[src/rtl/framer_pkg.sv]
// framer_pkg: shared state encoding, default sync word and counter sizing for stream_framer
package framer_pkg;

    typedef enum logic [1:0] {
        ST_IDLE    = 2'd0,
        ST_SEQ     = 2'd1,
        ST_PAYLOAD = 2'd2,
        ST_CSUM    = 2'd3
    } state_t;

    localparam logic [7:0] DEFAULT_SYNC = 8'hA5;

    function automatic int count_w(input int frame_len);
        return $clog2(frame_len + 1);
    endfunction

endpackage

[src/rtl/stream_out_reg.sv]
// stream_out_reg: single-entry valid/ready output register; refills in the same cycle it drains
module stream_out_reg #(
    parameter int W = 10
) (
    input  logic         i_clock,
    input  logic         i_reset,
    input  logic         i_load,
    input  logic [W-1:0] i_data,
    output logic         o_load_en,
    output logic [W-1:0] o_data,
    output logic         o_valid,
    input  logic         i_ready
);

    logic w_load;

    assign o_load_en = !o_valid || i_ready;
    assign w_load    = i_load && o_load_en;

    always_ff @(posedge i_clock) begin
        if (i_reset) begin
            o_valid <= 1'b0;
            o_data  <= '0;
        end else if (w_load) begin
            o_valid <= 1'b1;
            o_data  <= i_data;
        end else if (i_ready) begin
            o_valid <= 1'b0;
        end
    end

endmodule

[src/rtl/stream_framer.sv]
// stream_framer: wraps payload words into SYNC/seq/payload/checksum frames behind a registered output
module stream_framer
    import framer_pkg::*;
#(
    parameter int                   WIDTH     = 8,
    parameter int                   FRAME_LEN = 16,
    parameter logic [WIDTH-1:0]     SYNC_WORD = WIDTH'(DEFAULT_SYNC)
) (
    input  logic             i_clock,
    input  logic             i_reset,
    input  logic [WIDTH-1:0] i_in_data,
    input  logic             i_in_valid,
    output logic             o_in_ready,
    output logic [WIDTH-1:0] o_out_data,
    output logic             o_out_valid,
    output logic             o_out_first,
    output logic             o_out_last,
    input  logic             i_out_ready
);

    localparam int CW = count_w(FRAME_LEN);

    state_t             r_state;
    logic [WIDTH-1:0]   r_seq;
    logic [WIDTH-1:0]   r_csum;
    logic [CW-1:0]      r_count;
    logic               w_load_en;
    logic               w_load;
    logic               w_hs;
    logic               w_last_payload;
    logic [WIDTH+1:0]   w_word;
    logic [WIDTH+1:0]   w_out;

    // in_ready depends only on state and downstream space, never on i_in_valid
    assign o_in_ready     = !i_reset && (r_state == ST_PAYLOAD) && w_load_en;
    assign w_hs           = o_in_ready && i_in_valid;
    assign w_last_payload = r_count == CW'(FRAME_LEN - 1);

    always_comb begin
        w_load = 1'b0;
        w_word = '0;
        case (r_state)
            ST_IDLE: begin
                w_load = i_in_valid && w_load_en;
                w_word = {2'b10, SYNC_WORD};
            end
            ST_SEQ: begin
                w_load = w_load_en;
                w_word = {2'b00, r_seq};
            end
            ST_PAYLOAD: begin
                w_load = w_hs;
                w_word = {2'b00, i_in_data};
            end
            default: begin
                w_load = w_load_en;
                w_word = {2'b01, r_csum};
            end
        endcase
    end

    always_ff @(posedge i_clock) begin
        if (i_reset) begin
            r_state <= ST_IDLE;
            r_seq   <= '0;
            r_csum  <= '0;
            r_count <= '0;
        end else begin
            case (r_state)
                ST_IDLE: begin
                    if (w_load)
                        r_state <= ST_SEQ;
                end
                ST_SEQ: begin
                    if (w_load_en) begin
                        r_count <= '0;
                        r_state <= ST_PAYLOAD;
                    end
                end
                ST_PAYLOAD: begin
                    if (w_hs) begin
                        r_csum  <= r_csum + i_in_data;
                        r_count <= r_count + 1'b1;
                        if (w_last_payload)
                            r_state <= ST_CSUM;
                    end
                end
                default: begin
                    if (w_load_en) begin
                        r_csum  <= '0;
                        r_seq   <= r_seq + 1'b1;
                        r_state <= ST_IDLE;
                    end
                end
            endcase
        end
    end

    stream_out_reg #(
        .W(WIDTH + 2)
    ) u_out_reg (
        .i_clock   (i_clock),
        .i_reset   (i_reset),
        .i_load    (w_load),
        .i_data    (w_word),
        .o_load_en (w_load_en),
        .o_data    (w_out),
        .o_valid   (o_out_valid),
        .i_ready   (i_out_ready)
    );

    assign {o_out_first, o_out_last, o_out_data} = w_out;

endmodule

[config.mk]
export PLATFORM = sky130hd
export DESIGN_NAME = stream_framer
export DESIGN_NICKNAME = d
export VERILOG_FILES = /design/src/rtl/framer_pkg.sv /design/src/rtl/stream_out_reg.sv /design/src/rtl/stream_framer.sv
export SDC_FILE = /design/constraint.sdc
export NUM_CORES = 1
export LEC_CHECK = 0
export ABC_AREA = 1
export BUFFER_PORTS_ARGS = -buffer_cell sky130_fd_sc_hd__buf_2
export CORE_ASPECT_RATIO = 1.1
export CORE_UTILIZATION = 35
export CTS_BUF_LIST = sky130_fd_sc_hd__clkbuf_16
export CTS_CLUSTER_SIZE = 10
export DETAILED_ROUTE_END_ITERATION = 12
export GPL_TIMING_DRIVEN = 0
export PLACE_DENSITY_LB_ADDON = 0.08
export SYNTH_ARGS = -nofsm -noshare
export SYNTH_HDL_FRONTEND = slang
export SYNTH_SLANG_ARGS = --single-unit
[constraint.sdc]
create_clock -name i_clock -period 1.4 [get_ports i_clock]
set_clock_uncertainty 0.05 [all_clocks]
set_input_delay 0.14 -clock i_clock [delete_from_list [all_inputs] [get_ports i_clock]]
set_output_delay 0.14 -clock i_clock [all_outputs]
set_load 0.02 [all_outputs]
# Word-level counts from Yosys, hierarchy flattened
# Index checks and enable logic that the tools add are counted.
dict set report totals {
  ff_bits 34
  out_inout_bits 12
  inputBits 12
}
dict set report classes {
  n_eq_ne 7
  n_addsub 3
  muxes 16
  n_reduce_logical 19
  bitwise_logic 2
}
# operator count
set ops {}
lappend ops {{one-hot mux 10 bit (3 select lines)} 1}
lappend ops {{2-to-1 mux 8 bit} 2}
lappend ops {{one-hot mux 8 bit (2 select lines)} 1}
lappend ops {{2-to-1 mux 2 bit} 5}
lappend ops {{2-to-1 mux 5 bit} 2}
lappend ops {{one-hot mux 5 bit (2 select lines)} 1}
lappend ops {{adder 8 x 1 -> 8 bit, second input constant} 1}
lappend ops {{adder 8 bit} 1}
lappend ops {{one-hot mux 2 bit (3 select lines)} 1}
lappend ops {{AND reduction 3 bit} 2}
lappend ops {{nonzero test 2 bit} 3}
lappend ops {{adder 5 x 1 -> 5 bit, second input constant} 1}
lappend ops {{== test 5 x 4 -> 1 bit, second input constant} 1}
lappend ops {{logical AND 1 bit} 5}
lappend ops {{AND reduction 5 bit} 1}
lappend ops {{inequality test 2 x 1 -> 1 bit, second input constant} 2}
lappend ops {{inequality test 2 bit, second input constant} 2}
lappend ops {{nonzero test 3 bit} 1}
lappend ops {{OR reduction 3 bit} 1}
lappend ops {{== test 2 x 1 -> 1 bit, second input constant} 1}
lappend ops {{== test 2 bit, second input constant} 1}
lappend ops {{zero test 1 bit} 2}
lappend ops {{zero test 2 bit} 1}
lappend ops {{2-to-1 mux 1 bit} 2}
lappend ops {{5 further kinds} 6}

# Depth between registers and ports, before layout
# Gate-level depths: netlist of run 1.
dict set report logic_depth {
  depth_word 7
  mapped_depth 10
}

# Hierarchy
# From an unflattened synthesis of run 1, not the netlist that was laid out.
dict set report hier_totals {
  cells_unflattened 319
  area_unflattened_um2 2115.8
}
# mod area_each_um2 cells_per_inst seq_area_each_um2 n_inst
set modules_own_cells {}
lappend modules_own_cells {stream_framer 1616.6 249 460.4 1}
lappend modules_own_cells {stream_out_reg 499.2 70 220.2 1}

# Worst setup path before layout of run 1
# No wires, ideal clock.
dict set report synth_timing {
  path_kind {reg2reg}
  from {reg r_state[0]}
  to {reg r_count[1]}
  synth_period_minus_slack_ns 1.622
  required_ns 1.234
  arrival_time_ns 1.456
  stages_incl_launch_ff 10
  slack_ns -0.222
  cell_sequence {dfxtp_1 > inv_1 > ha_1 > nand2_1 > nor2_2 > nand2_2 > nand2_2 > nand2_1 > o21ai_0 > nor2_1}
}
dict set report synth_between {
  elab_chain_len 6
  elab_cells_between_ends 10
}
# element line_no
set synth_lines {}
lappend synth_lines {{start: declaration} stream_framer.sv:23} ;# state_t r_state;
lappend synth_lines {{start signal: assignment} stream_framer.sv:64} ;# r_state <= ST_IDLE;
lappend synth_lines {{start signal: assignment} stream_framer.sv:72} ;# r_state <= ST_SEQ;
lappend synth_lines {{start signal: assignment} stream_framer.sv:77} ;# r_state <= ST_PAYLOAD;
lappend synth_lines {{== test 2 bit} stream_framer.sv:35} ;# assign o_in_ready = !i_reset && (r_state == ST_PAYLOAD) && w_load_en;
lappend synth_lines {{logical AND 1 bit (2 in a row)} stream_framer.sv:35}
lappend synth_lines {{named net o_in_ready} stream_framer.sv:13} ;# output logic o_in_ready,
lappend synth_lines {{logical AND 1 bit} stream_framer.sv:36} ;# assign w_hs = o_in_ready && i_in_valid;
lappend synth_lines {{inequality test 2 bit (no source line)} n/a}
lappend synth_lines {{AND reduction 3 bit (no source line)} n/a}
lappend synth_lines {{end signal: assignment} stream_framer.sv:83} ;# r_count <= r_count + 1'b1;
lappend synth_lines {{end: declaration} stream_framer.sv:26} ;# logic [CW-1:0] r_count;
# The timed path passes the listed nets, and every way through them passes these cells.
# A chain may end at the register's enable or synchronous reset.

# Worst setup path in the final report of run 1
dict set report layout_timing {
  from {reg r_state[0]}
  to {reg r_csum[7]}
}
dict set report layout_between {
  elab_chain_len 6
  elab_cells_between_ends 12
}
# element line_no
set layout_lines {}
lappend layout_lines {{== test 2 bit} {stream_framer.sv:35, stream_framer.sv:69}}
lappend layout_lines {{logical AND 1 bit (2 in a row)} stream_framer.sv:35}
lappend layout_lines {{logical AND 1 bit} stream_framer.sv:36}
lappend layout_lines {{inequality test 2 bit (no source line)} n/a}
lappend layout_lines {{AND reduction 3 bit (no source line)} n/a}
lappend layout_lines {{end signal: assignment} stream_framer.sv:82} ;# r_csum <= r_csum + i_in_data;
lappend layout_lines {{end: declaration} stream_framer.sv:25} ;# logic [WIDTH-1:0] r_csum;
# Several ways; a longest one is shown, not always the timed one.

==> results of run 1 <==
[critical path: stages (launching register included)]
cell,delay [ps]
dfxtp_4,370
inv_4,80
ha_4,180
nand2_4,80
nor2_4,140
nand2_4,80
nor2_4,130
buf_12,140
nand3_4,70
a21oi_2,120
[per-layer routing]
| layer | vias up | GRT usage [%] | wire (µm) |
|---|---|---|---|
| met2 | 23 | 32.9 | 2830 |
| met5 | - | 0 | 0 |
| met4 | 0 | 6.79 | 50 |
| li1 | 1070 | - | - |
| met3 | 5 | 3.28 | 102 |
| met1 | 947 | 22.9 | 2570 |
[stage by stage]
step,util (%),area (µm²),TNS [ps]
finish,52.4,2880,-1840
CTS,48.0,2640,-1620
floorplan,-,2090,-138
global route,52.4,2880,-3610
global placement,41.8,2300,-5520
detailed placement,41.8,2300,-5450
[repair_timing]
| item | in CTS | in global routing |
|---|---|---|
| pin swaps | 19 | 19 |
| hold endpoints to repair | 0 | 0 |
| gates resized for setup | 59 | 40 |
| cloned | 0 | 1 |
| endpoints found under the setup margin | 31 | 29 |
| hold buffers | 0 | 0 |
| buffers inserted | 6 | 5 |
[flip-flops by register name, indices dropped and copies added, names as in the netlist]
register,flops
r_csum,8
u_out_reg.o_data,10
r_count,5
u_out_reg.o_valid,1
r_seq,8
r_state,2
[logic make-up (layout without fill, tap and decap cells)]
| group | after synthesis | in the layout | synth area share [%] |
|---|---|---|---|
| buf+inv | 46 | 87 | 8.87 |
| xor+xnor | 4 | 4 | 1.71 |
| compound gates | 53 | 53 | 13.5 |
| flops | 34 | 34 | 33.3 |
| simple gates | 157 | 157 | 33.1 |
| fa+ha+maj | 15 | 15 | 9.54 |
[cell usage after synthesis]
master,count
o21ai_0,25
nand3b_1,1
nand3_1,16
nand2_1,84
xor2_1,4
a22o_1,1
a21oi_1,22
inv_2,1
buf_2,1
fa_1,1
nor2_4,2
o21a_1,1
and2_1,1
o22ai_1,4
or2_0,1
buf_6,1
nor3_1,1
nand2_2,7
nor2_1,35
nor3b_1,2
clkbuf_1,3
dfxtp_1,34
nor2_2,2
inv_1,40
nand4_1,3
or2_1,1
ha_1,14
or2_2,1
[worst min-delay path by stage]
stage / start / cells after the start / endpoint / slack [ps]
floorplan: i_reset / 3 / r_seq[0] / 300
global placement: r_count[4] / 2 / r_count[4] / 390
detailed placement: r_count[4] / 2 / r_count[4] / 400
CTS: i_reset / 4 / r_seq[0] / 180
global route: i_out_ready / 4 / u_out_reg.o_valid / 220
finish: i_reset / 4 / r_seq[4] / 200
[where the power goes]
| group | leakage [nW] | internal, mW | switching (mW) |
|---|---|---|---|
| registers | 0.282 | 1.22 | 0.181 |
| logic | 0.884 | 1.26 | 1.83 |
| clock network | 0.0632 | 0.631 | 0.365 |
| total | 1.23 | 3.11 | 2.38 |
[layout by cell type (no fill, tap or decap), types with 9 or more instances in the layout]
cell type / Yosys / final
a21oi_1: 22 / 14
buf_2: 1 / 22
buf_4: 0 / 10
dfxtp_1: 34 / 25
ha_4: 0 / 9
inv_1: 40 / 34
nand2_1: 84 / 76
nor2_1: 35 / 27
o21ai_0: 25 / 9
o21ai_1: 0 / 10
[area by class of cell]
cell class              instances  area [µm²]
plain buffers                   5        37.5
clock buffers                   5         125
clock inverters                 1        3.75
fillers                       578        2620
inverters                      41         164
multi-input cells             229        1520
flip-flops and latches         34         699
well taps                      75        93.8
repair buffers                 35         241
==> flow_summary.html, run 1 <==
<table>
<tr><th>Metric</th><th>Value</th></tr>
<tr><th colspan="2">Outcome</th></tr>
<tr><td>Run status</td><td>finished, violations left</td></tr>
<tr><td>Failing checks</td><td>setup timing</td></tr>
<tr><th colspan="2">Clock network</th></tr>
<tr><td>Maximum root-to-sink buffer count</td><td>2</td></tr>
<tr><td>Clock sinks</td><td>34</td></tr>
<tr><td>Clock insertion delay at the later pin of the skew report</td><td>about 270 ps</td></tr>
<tr><td>Root buffer cell</td><td>clkbuf_16</td></tr>
<tr><td>Clock buffers created by TritonCTS</td><td>5</td></tr>
<tr><td>Reg clk slew, reported paths</td><td>50 ps</td></tr>
<tr><td>CTS tree</td><td>yes</td></tr>
<tr><td>H-tree lvl count</td><td>2</td></tr>
<tr><th colspan="2">Routing</th></tr>
<tr><td>First DRT Iteration DRCs</td><td>65</td></tr>
<tr><td>Overall routed net length</td><td>5550 µm</td></tr>
<tr><td>Wire per inst</td><td>between 10 and 15 µm</td></tr>
<tr><td>Via Count</td><td>2,045</td></tr>
<tr><td>Number of vias per cell after detailed routing</td><td>about 4.8</td></tr>
<tr><td>Count of unresolved DRC violations after routing</td><td>0</td></tr>
<tr><td>ANT nets after route</td><td>0</td></tr>
<tr><td>Number of iterations in the first detailed-routing pass</td><td>4</td></tr>
<tr><th colspan="2">Die</th></tr>
<tr><td>Die boundary width</td><td>roughly 75 µm</td></tr>
<tr><td>Total number of placement rows</td><td>28</td></tr>
<tr><td>Num ports</td><td>24</td></tr>
<tr><td>Die area</td><td>around 0.006 mm²</td></tr>
<tr><td>Die H</td><td>about 80 µm</td></tr>
<tr><td>Area of the core region</td><td>between 0.005 and 0.006 mm²</td></tr>
<tr><td>Starting density of the core</td><td>roughly 37%</td></tr>
<tr><th colspan="2">Finish</th></tr>
<tr><td>Number of antenna cells inserted</td><td>0</td></tr>
<tr><td>Nets@finish</td><td>between 300 and 400</td></tr>
<tr><td>Area growth syn-to-layout</td><td>40.9%</td></tr>
<tr><td>Proportion of layout cells with a drive suffix above 1</td><td>about a third</td></tr>
<tr><td>Final std cells w/o fill</td><td>between 400 and 500</td></tr>
<tr><th colspan="2">Global routing</th></tr>
<tr><td>Number of antenna violations at the first check in global routing</td><td>0</td></tr>
<tr><td>Largest net degree at the start of global routing</td><td>11</td></tr>
<tr><td>Gr usage total</td><td>between 10% and 20%</td></tr>
<tr><td>Sum of overflow across all layers after global routing</td><td>0</td></tr>
<tr><td>Global-route wire length before repair</td><td>8610 µm</td></tr>
<tr><td>Number of global-route vias before repair</td><td>around 1,900</td></tr>
<tr><th colspan="2">Synth</th></tr>
<tr><td>Syn Inst Count</td><td>309</td></tr>
<tr><td>Synth Net Count</td><td>336</td></tr>
<tr><td>Number of register bits inferred by synthesis</td><td>34</td></tr>
<tr><td>Synth unique cells</td><td>28</td></tr>
<tr><td>Yosys warns</td><td>0</td></tr>
<tr><td>Largest area contributor in the netlist</td><td>dfxtp_1</td></tr>
<tr><td>Dominant cells by area after synthesis</td><td>dfxtp_1, nand2_1, ha_1, inv_1, nor2_1</td></tr>
<tr><td>Mean instance size in the synthesized netlist</td><td>6.62 µm²</td></tr>
<tr><td>Yosys top cell area share</td><td>between 30% and 40%</td></tr>
<tr><td>Sequential fraction of the synthesis area</td><td>33.3%</td></tr>
<tr><td>Total standard cell area after synthesis</td><td>just over 0.002 mm²</td></tr>
<tr><th colspan="2">Placed design</th></tr>
<tr><td>Pre-CTS WS</td><td>-266 ps</td></tr>
<tr><td>Port buffer count</td><td>23</td></tr>
<tr><td>Final weighted congestion in routability-driven placement</td><td>about 0.79</td></tr>
<tr><td>Detailed placement HPWL</td><td>approximately 4000 µm</td></tr>
<tr><td>Placed instance count</td><td>407</td></tr>
<tr><th colspan="2">Timing</th></tr>
<tr><td>Post-layout minimum cycle time</td><td>roughly 1500 ps</td></tr>
<tr><td>Setup violations, final</td><td>26</td></tr>
<tr><td>Min setup slack post-route</td><td>-118 ps</td></tr>
<tr><td>Max Slew Vio Count</td><td>0</td></tr>
<tr><td>Worst slack on hold paths</td><td>between 150 and 200 ps</td></tr>
<tr><td>Ratio of final minimum period to clock period</td><td>108%</td></tr>
<tr><td>RSZ-0062 raised after global routing</td><td>yes</td></tr>
<tr><td>Remaining max-slew budget at the tightest pin</td><td>between 50% and 60%</td></tr>
<tr><td>Max frequency</td><td>~660 MHz</td></tr>
<tr><td>Final count of hold timing violations</td><td>0</td></tr>
<tr><td>Least-Margin Pin Slew</td><td>~670 ps</td></tr>
<tr><th colspan="2">Setup path</th></tr>
<tr><td>Flop2flop setup slack</td><td>-120 ps</td></tr>
<tr><td>Capture point of the critical path</td><td>r_csum[7]</td></tr>
<tr><td>Data required time at the worst endpoint</td><td>between 1500 and 2000 ps</td></tr>
<tr><td>Arr. time, crit path</td><td>about 1700 ps</td></tr>
<tr><td>Crit. End Element</td><td>register</td></tr>
<tr><td>Setup crit start</td><td>r_state[0]</td></tr>
<tr><td>Reg-to-Reg Start</td><td>r_state[0]</td></tr>
<tr><td>Class of the most critical setup path</td><td>reg2reg</td></tr>
<tr><td>Number of cells traversed by the worst register-to-register path</td><td>9</td></tr>
<tr><td>Highest net fanout along the worst path</td><td>8</td></tr>
<tr><td>Startpoint class of the critical path</td><td>register</td></tr>
<tr><td>Reg-to-Reg End</td><td>r_csum[7]</td></tr>
<tr><th colspan="2">Power</th></tr>
<tr><td>Overall power</td><td>roughly 5.5 mW</td></tr>
<tr><td>Leakage power</td><td>about 1.2 nW</td></tr>
<tr><td>Total power per unit cell area</td><td>~1900 mW/mm²</td></tr>
<tr><td>Worst vdd rail ir drop</td><td>around 0.85 mV</td></tr>
<tr><th colspan="2">Flow run</th></tr>
<tr><td>Count of maximum capacitance violations</td><td>0</td></tr>
<tr><th colspan="2">Min path</th></tr>
<tr><td>Path type of the worst min-delay path</td><td>in2reg</td></tr>
</table>
Note: power is estimated with default switching activity, not from simulation.
==> run 2: changes to the inputs <==
Settings changed: CORE_ASPECT_RATIO 1.1 to unset, PLACE_DENSITY set to 0.62, PLACE_DENSITY_LB_ADDON 0.08 to unset.
==> run 2 against run 1 <==
  * Hold slack worse by 2.0 ps
  * Largest power group unchanged
  * Sequential share of layout area grew 0.43 points
  * Fmax is 0.24% higher
  * Die area barely moved
  * Routed wire length fell by 1.9%
  * Critical endpoint is now r_csum[3]
  * Non-clock buffer count is 1 higher
  * The flow still finishes with violations (setup timing)
==> flow_summary.html, run 2 (same netlist as run 1, synthesis figures left out) <==
<table>
<tr><th>Metric</th><th>Value</th></tr>
<tr><th colspan="2">Routing</th></tr>
<tr><td>Overall routed net length</td><td>5440 µm (-1.9%)</td></tr>
<tr><td>Count of unresolved DRC violations after routing</td><td>0 (unchanged)</td></tr>
<tr><td>First DRT Iteration DRCs</td><td>108 (+66%)</td></tr>
<tr><td>Via Count</td><td>2,049 (+0.20%)</td></tr>
<tr><td>ANT nets after route</td><td>0 (unchanged)</td></tr>
<tr><td>Number of iterations in the first detailed-routing pass</td><td>4 (unchanged)</td></tr>
<tr><td>Wire per inst</td><td>12.8 µm (-1.9%)</td></tr>
<tr><td>Number of vias per cell after detailed routing</td><td>4.82 (+0.20%)</td></tr>
<tr><th colspan="2">Global routing</th></tr>
<tr><td>Number of global-route vias before repair</td><td>1,964 (+2.8%)</td></tr>
<tr><td>Number of antenna violations at the first check in global routing</td><td>0 (unchanged)</td></tr>
<tr><td>Gr usage total</td><td>18.9% (+0.13 points)</td></tr>
<tr><td>Largest net degree at the start of global routing</td><td>11 (unchanged)</td></tr>
<tr><td>Sum of overflow across all layers after global routing</td><td>0 (unchanged)</td></tr>
<tr><td>Global-route wire length before repair</td><td>9110 µm (+5.8%)</td></tr>
<tr><th colspan="2">Power</th></tr>
<tr><td>Sequential share of power</td><td>25.0% (-0.5 points)</td></tr>
<tr><td>Internal power consumption</td><td>3.12 mW (+0.38%)</td></tr>
<tr><td>Relative contribution of combinational cells to total power</td><td>56.4% (about the same)</td></tr>
<tr><td>Clock group share of total power</td><td>18.7% (+0.5 points)</td></tr>
<tr><td>Total power per unit cell area</td><td>1970 mW/mm² (+3.4%)</td></tr>
<tr><td>Switching Power</td><td>2.43 mW (+2.0%)</td></tr>
<tr><td>Leakage power</td><td>1.25 nW (+1.5%)</td></tr>
<tr><td>Worst vdd rail ir drop</td><td>1.00 mV (+18%)</td></tr>
<tr><td>Net Sw Frac</td><td>43.7% (+0.38 points)</td></tr>
<tr><th colspan="2">Finish</th></tr>
<tr><td>Number of antenna cells inserted</td><td>0 (unchanged)</td></tr>
<tr><td>Filler Cell Count</td><td>550 (-4.8%)</td></tr>
<tr><td>Commonest non-fill, non-tap cells in the layout</td><td>nand2_1, inv_1, nor2_1, dfxtp_1, buf_2</td></tr>
<tr><td>Largest reg by FF count</td><td>u_out_reg.o_data</td></tr>
<tr><td>Area growth syn-to-layout</td><td>37.7%</td></tr>
<tr><td>Proportion of layout cells with a drive suffix above 1</td><td>32.6% (-1.7 points)</td></tr>
<tr><td>Most frequent standard cell in the layout excluding fill and tap cells</td><td>nand2_1</td></tr>
<tr><td>Largest register FFs</td><td>10 (unchanged)</td></tr>
<tr><td>Nets@finish</td><td>379 (+0.26%)</td></tr>
<tr><td>Final std cells w/o fill</td><td>425 (unchanged)</td></tr>
<tr><td>Largest registers</td><td>u_out_reg.o_data (10), r_csum (8), r_seq (8)</td></tr>
<tr><th colspan="2">Timing</th></tr>
<tr><td>Final count of hold timing violations</td><td>0 (unchanged)</td></tr>
<tr><td>Setup TNS</td><td>-1330 ps (+506 ps)</td></tr>
<tr><td>Max Slew Vio Count</td><td>0 (unchanged)</td></tr>
<tr><td>Remaining max-slew budget at the tightest pin</td><td>62.8% (+7.2 points)</td></tr>
<tr><td>Least-Margin Pin Slew</td><td>557 ps (-108 ps)</td></tr>
<tr><td>Ratio of final minimum period to clock period</td><td>108% (-0.26 points)</td></tr>
<tr><td>Setup violations, final</td><td>25 (-3.8%)</td></tr>
<tr><td>Min setup slack post-route</td><td>-114 ps (+3.63 ps)</td></tr>
<tr><td>Post-layout minimum cycle time</td><td>1510 ps (-3.63 ps)</td></tr>
<tr><td>RSZ-0062 raised after global routing</td><td>yes</td></tr>
<tr><td>Max frequency</td><td>660 MHz (+0.24%)</td></tr>
<tr><th colspan="2">Placed design</th></tr>
<tr><td>Placed instance count</td><td>404 (-0.74%)</td></tr>
<tr><td>Port buffer count</td><td>23 (unchanged)</td></tr>
<tr><td>Detailed placement HPWL</td><td>3720 µm (-4.6%)</td></tr>
<tr><td>Final weighted congestion in routability-driven placement</td><td>0.794 (+0.68%)</td></tr>
<tr><th colspan="2">Setup path</th></tr>
<tr><td>Reg-to-Reg Start</td><td>r_state[0]</td></tr>
<tr><td>Reg-to-Reg End</td><td>r_csum[3]</td></tr>
<tr><td>Data required time at the worst endpoint</td><td>1550 ps (about the same)</td></tr>
<tr><td>Number of cells traversed by the worst register-to-register path</td><td>8 (-1)</td></tr>
<tr><td>Highest net fanout along the worst path</td><td>8 (unchanged)</td></tr>
<tr><td>Class of the most critical setup path</td><td>reg2reg</td></tr>
<tr><td>Crit. End Element</td><td>register</td></tr>
<tr><td>Startpoint class of the critical path</td><td>register</td></tr>
<tr><td>Arr. time, crit path</td><td>1670 ps (about the same)</td></tr>
<tr><td>Flop2flop setup slack</td><td>-110 ps (about the same)</td></tr>
<tr><th colspan="2">Outcome</th></tr>
<tr><td>Failing checks</td><td>setup timing</td></tr>
<tr><td>Run status</td><td>finished, violations left</td></tr>
<tr><th colspan="2">Die</th></tr>
<tr><td>Num ports</td><td>24 (unchanged)</td></tr>
<tr><td>Starting density of the core</td><td>36.7% (-0.49 points)</td></tr>
<tr><td>Die area</td><td>0.00615 mm² (about the same)</td></tr>
<tr><td>Die H</td><td>78.5 µm (-4.5%)</td></tr>
<tr><td>Die boundary width</td><td>78.5 µm (+4.7%)</td></tr>
<tr><td>Area of the core region</td><td>0.00557 mm² (+1.3%)</td></tr>
<tr><td>Total number of placement rows</td><td>27 (-3.6%)</td></tr>
<tr><th colspan="2">Clock network</th></tr>
<tr><td>Clock sinks</td><td>34 (unchanged)</td></tr>
<tr><td>Clock buffers created by TritonCTS</td><td>5 (unchanged)</td></tr>
<tr><td>Maximum root-to-sink buffer count</td><td>2 (unchanged)</td></tr>
<tr><td>Root buffer cell</td><td>clkbuf_16</td></tr>
<tr><td>Clock insertion delay at the later pin of the skew report</td><td>270 ps (about the same)</td></tr>
<tr><td>Reg clk slew, reported paths</td><td>50 ps (about the same)</td></tr>
<tr><td>H-tree lvl count</td><td>2 (unchanged)</td></tr>
<tr><td>CTS tree</td><td>yes</td></tr>
<tr><td>Hold-fix buffer count after cts</td><td>0 (unchanged)</td></tr>
<tr><th colspan="2">Min path</th></tr>
<tr><td>Hold path endpoint</td><td>u_out_reg.o_valid</td></tr>
<tr><td>Worst hold path startpoint</td><td>i_out_ready</td></tr>
<tr><td>Path type of the worst min-delay path</td><td>in2reg</td></tr>
<tr><td>Worst Hold Depth</td><td>4 (unchanged)</td></tr>
<tr><th colspan="2">Flow run</th></tr>
<tr><td>Count of maximum capacitance violations</td><td>0 (unchanged)</td></tr>
</table>
-- run 2: cell types whose count changed in the layout (fill, tap and decap cells not counted), sizes merged --
cell / change
buf: +2
clkbuf: -1
clkinv: +2
-- run 2: worst max-delay path, stage by stage, from the launching register on --
cell     delay [ps]
dfxtp_4         360
inv_4            80
ha_4            170
inv_2            80
nand2_1          90
nand3_2         100
nor2_4          250
nand3_2         130
a21oi_2         130
-- run 2: cell type report --
cell class / count / area (µm²) / area share [%]
Timing Repair Buffer: 36 / 223 / 7.90
Clock inverter: 3 / 11.3 / 0.400
Inverter: 41 / 164 / 5.82
Clock buffer: 5 / 125 / 4.44
Buffer: 5 / 30.0 / 1.07
Sequential cell: 34 / 696 / 24.7
Multi-Input combinational cell: 229 / 1480 / 52.5
Tap cell: 72 / 90.1 / 3.20
-- run 2: worst max-delay path by stage --
| stage | from | end | slack, ps | cells past startpoint |
|---|---|---|---|---|
| 2_1_floorplan | r_state[0] | u_out_reg.o_data[0] | -20 | 9 |
| 4_1_cts | r_state[1] | r_csum[3] | -100 | 7 |
| 5_1_grt | r_state[0] | r_csum[5] | -220 | 8 |
| 3_5_place_dp | r_state[1] | r_csum[3] | -260 | 7 |
| 6_report | r_state[0] | r_csum[3] | -110 | 8 |
| 3_3_place_gp | r_state[1] | r_csum[5] | -250 | 7 |
-- run 2: power by group through the flow --
stage,sequential (mW),clock [mW],combinational [mW]
6_report,1.38,1.03,3.13
5_1_grt,1.41,1.11,3.45
4_1_cts,1.38,1.05,2.75
3_5_place_dp,1.34,0,2.11
3_3_place_gp,1.33,0,2.09
2_1_floorplan,1.49,0,1.40
-- run 2: per-layer routing --
layer	GRT usage (%)	share of wire, %
met1	23.7	47
met4	5.00	0.83
met5	0	0
met3	4.07	2.7
met2	32.5	50
-- run 2: repair_timing --
| action | in CTS | in global routing |
|---|---|---|
| pin swaps | 15 | 18 |
| buffers inserted | 9 | 3 |
| setup endpoints to repair | 31 | 29 |
| cloned | 1 | 0 |
| gates resized for setup | 60 | 30 |
-- run 2: stage by stage --
step                      hold slack, ps  total power, mW  util, %  instance area (µm²)  setup slack, ps
after CTS                            191             5.18     47.9                 2670            -98.2
final                                197             5.55     50.5                 2820             -114
after global routing                 202             5.97     50.5                 2820             -221
after floorplan                      298             2.89        -                 2090            -20.7
after global placement               401             3.42     41.2                 2300             -251
after detailed placement             409             3.44     41.2                 2300             -255
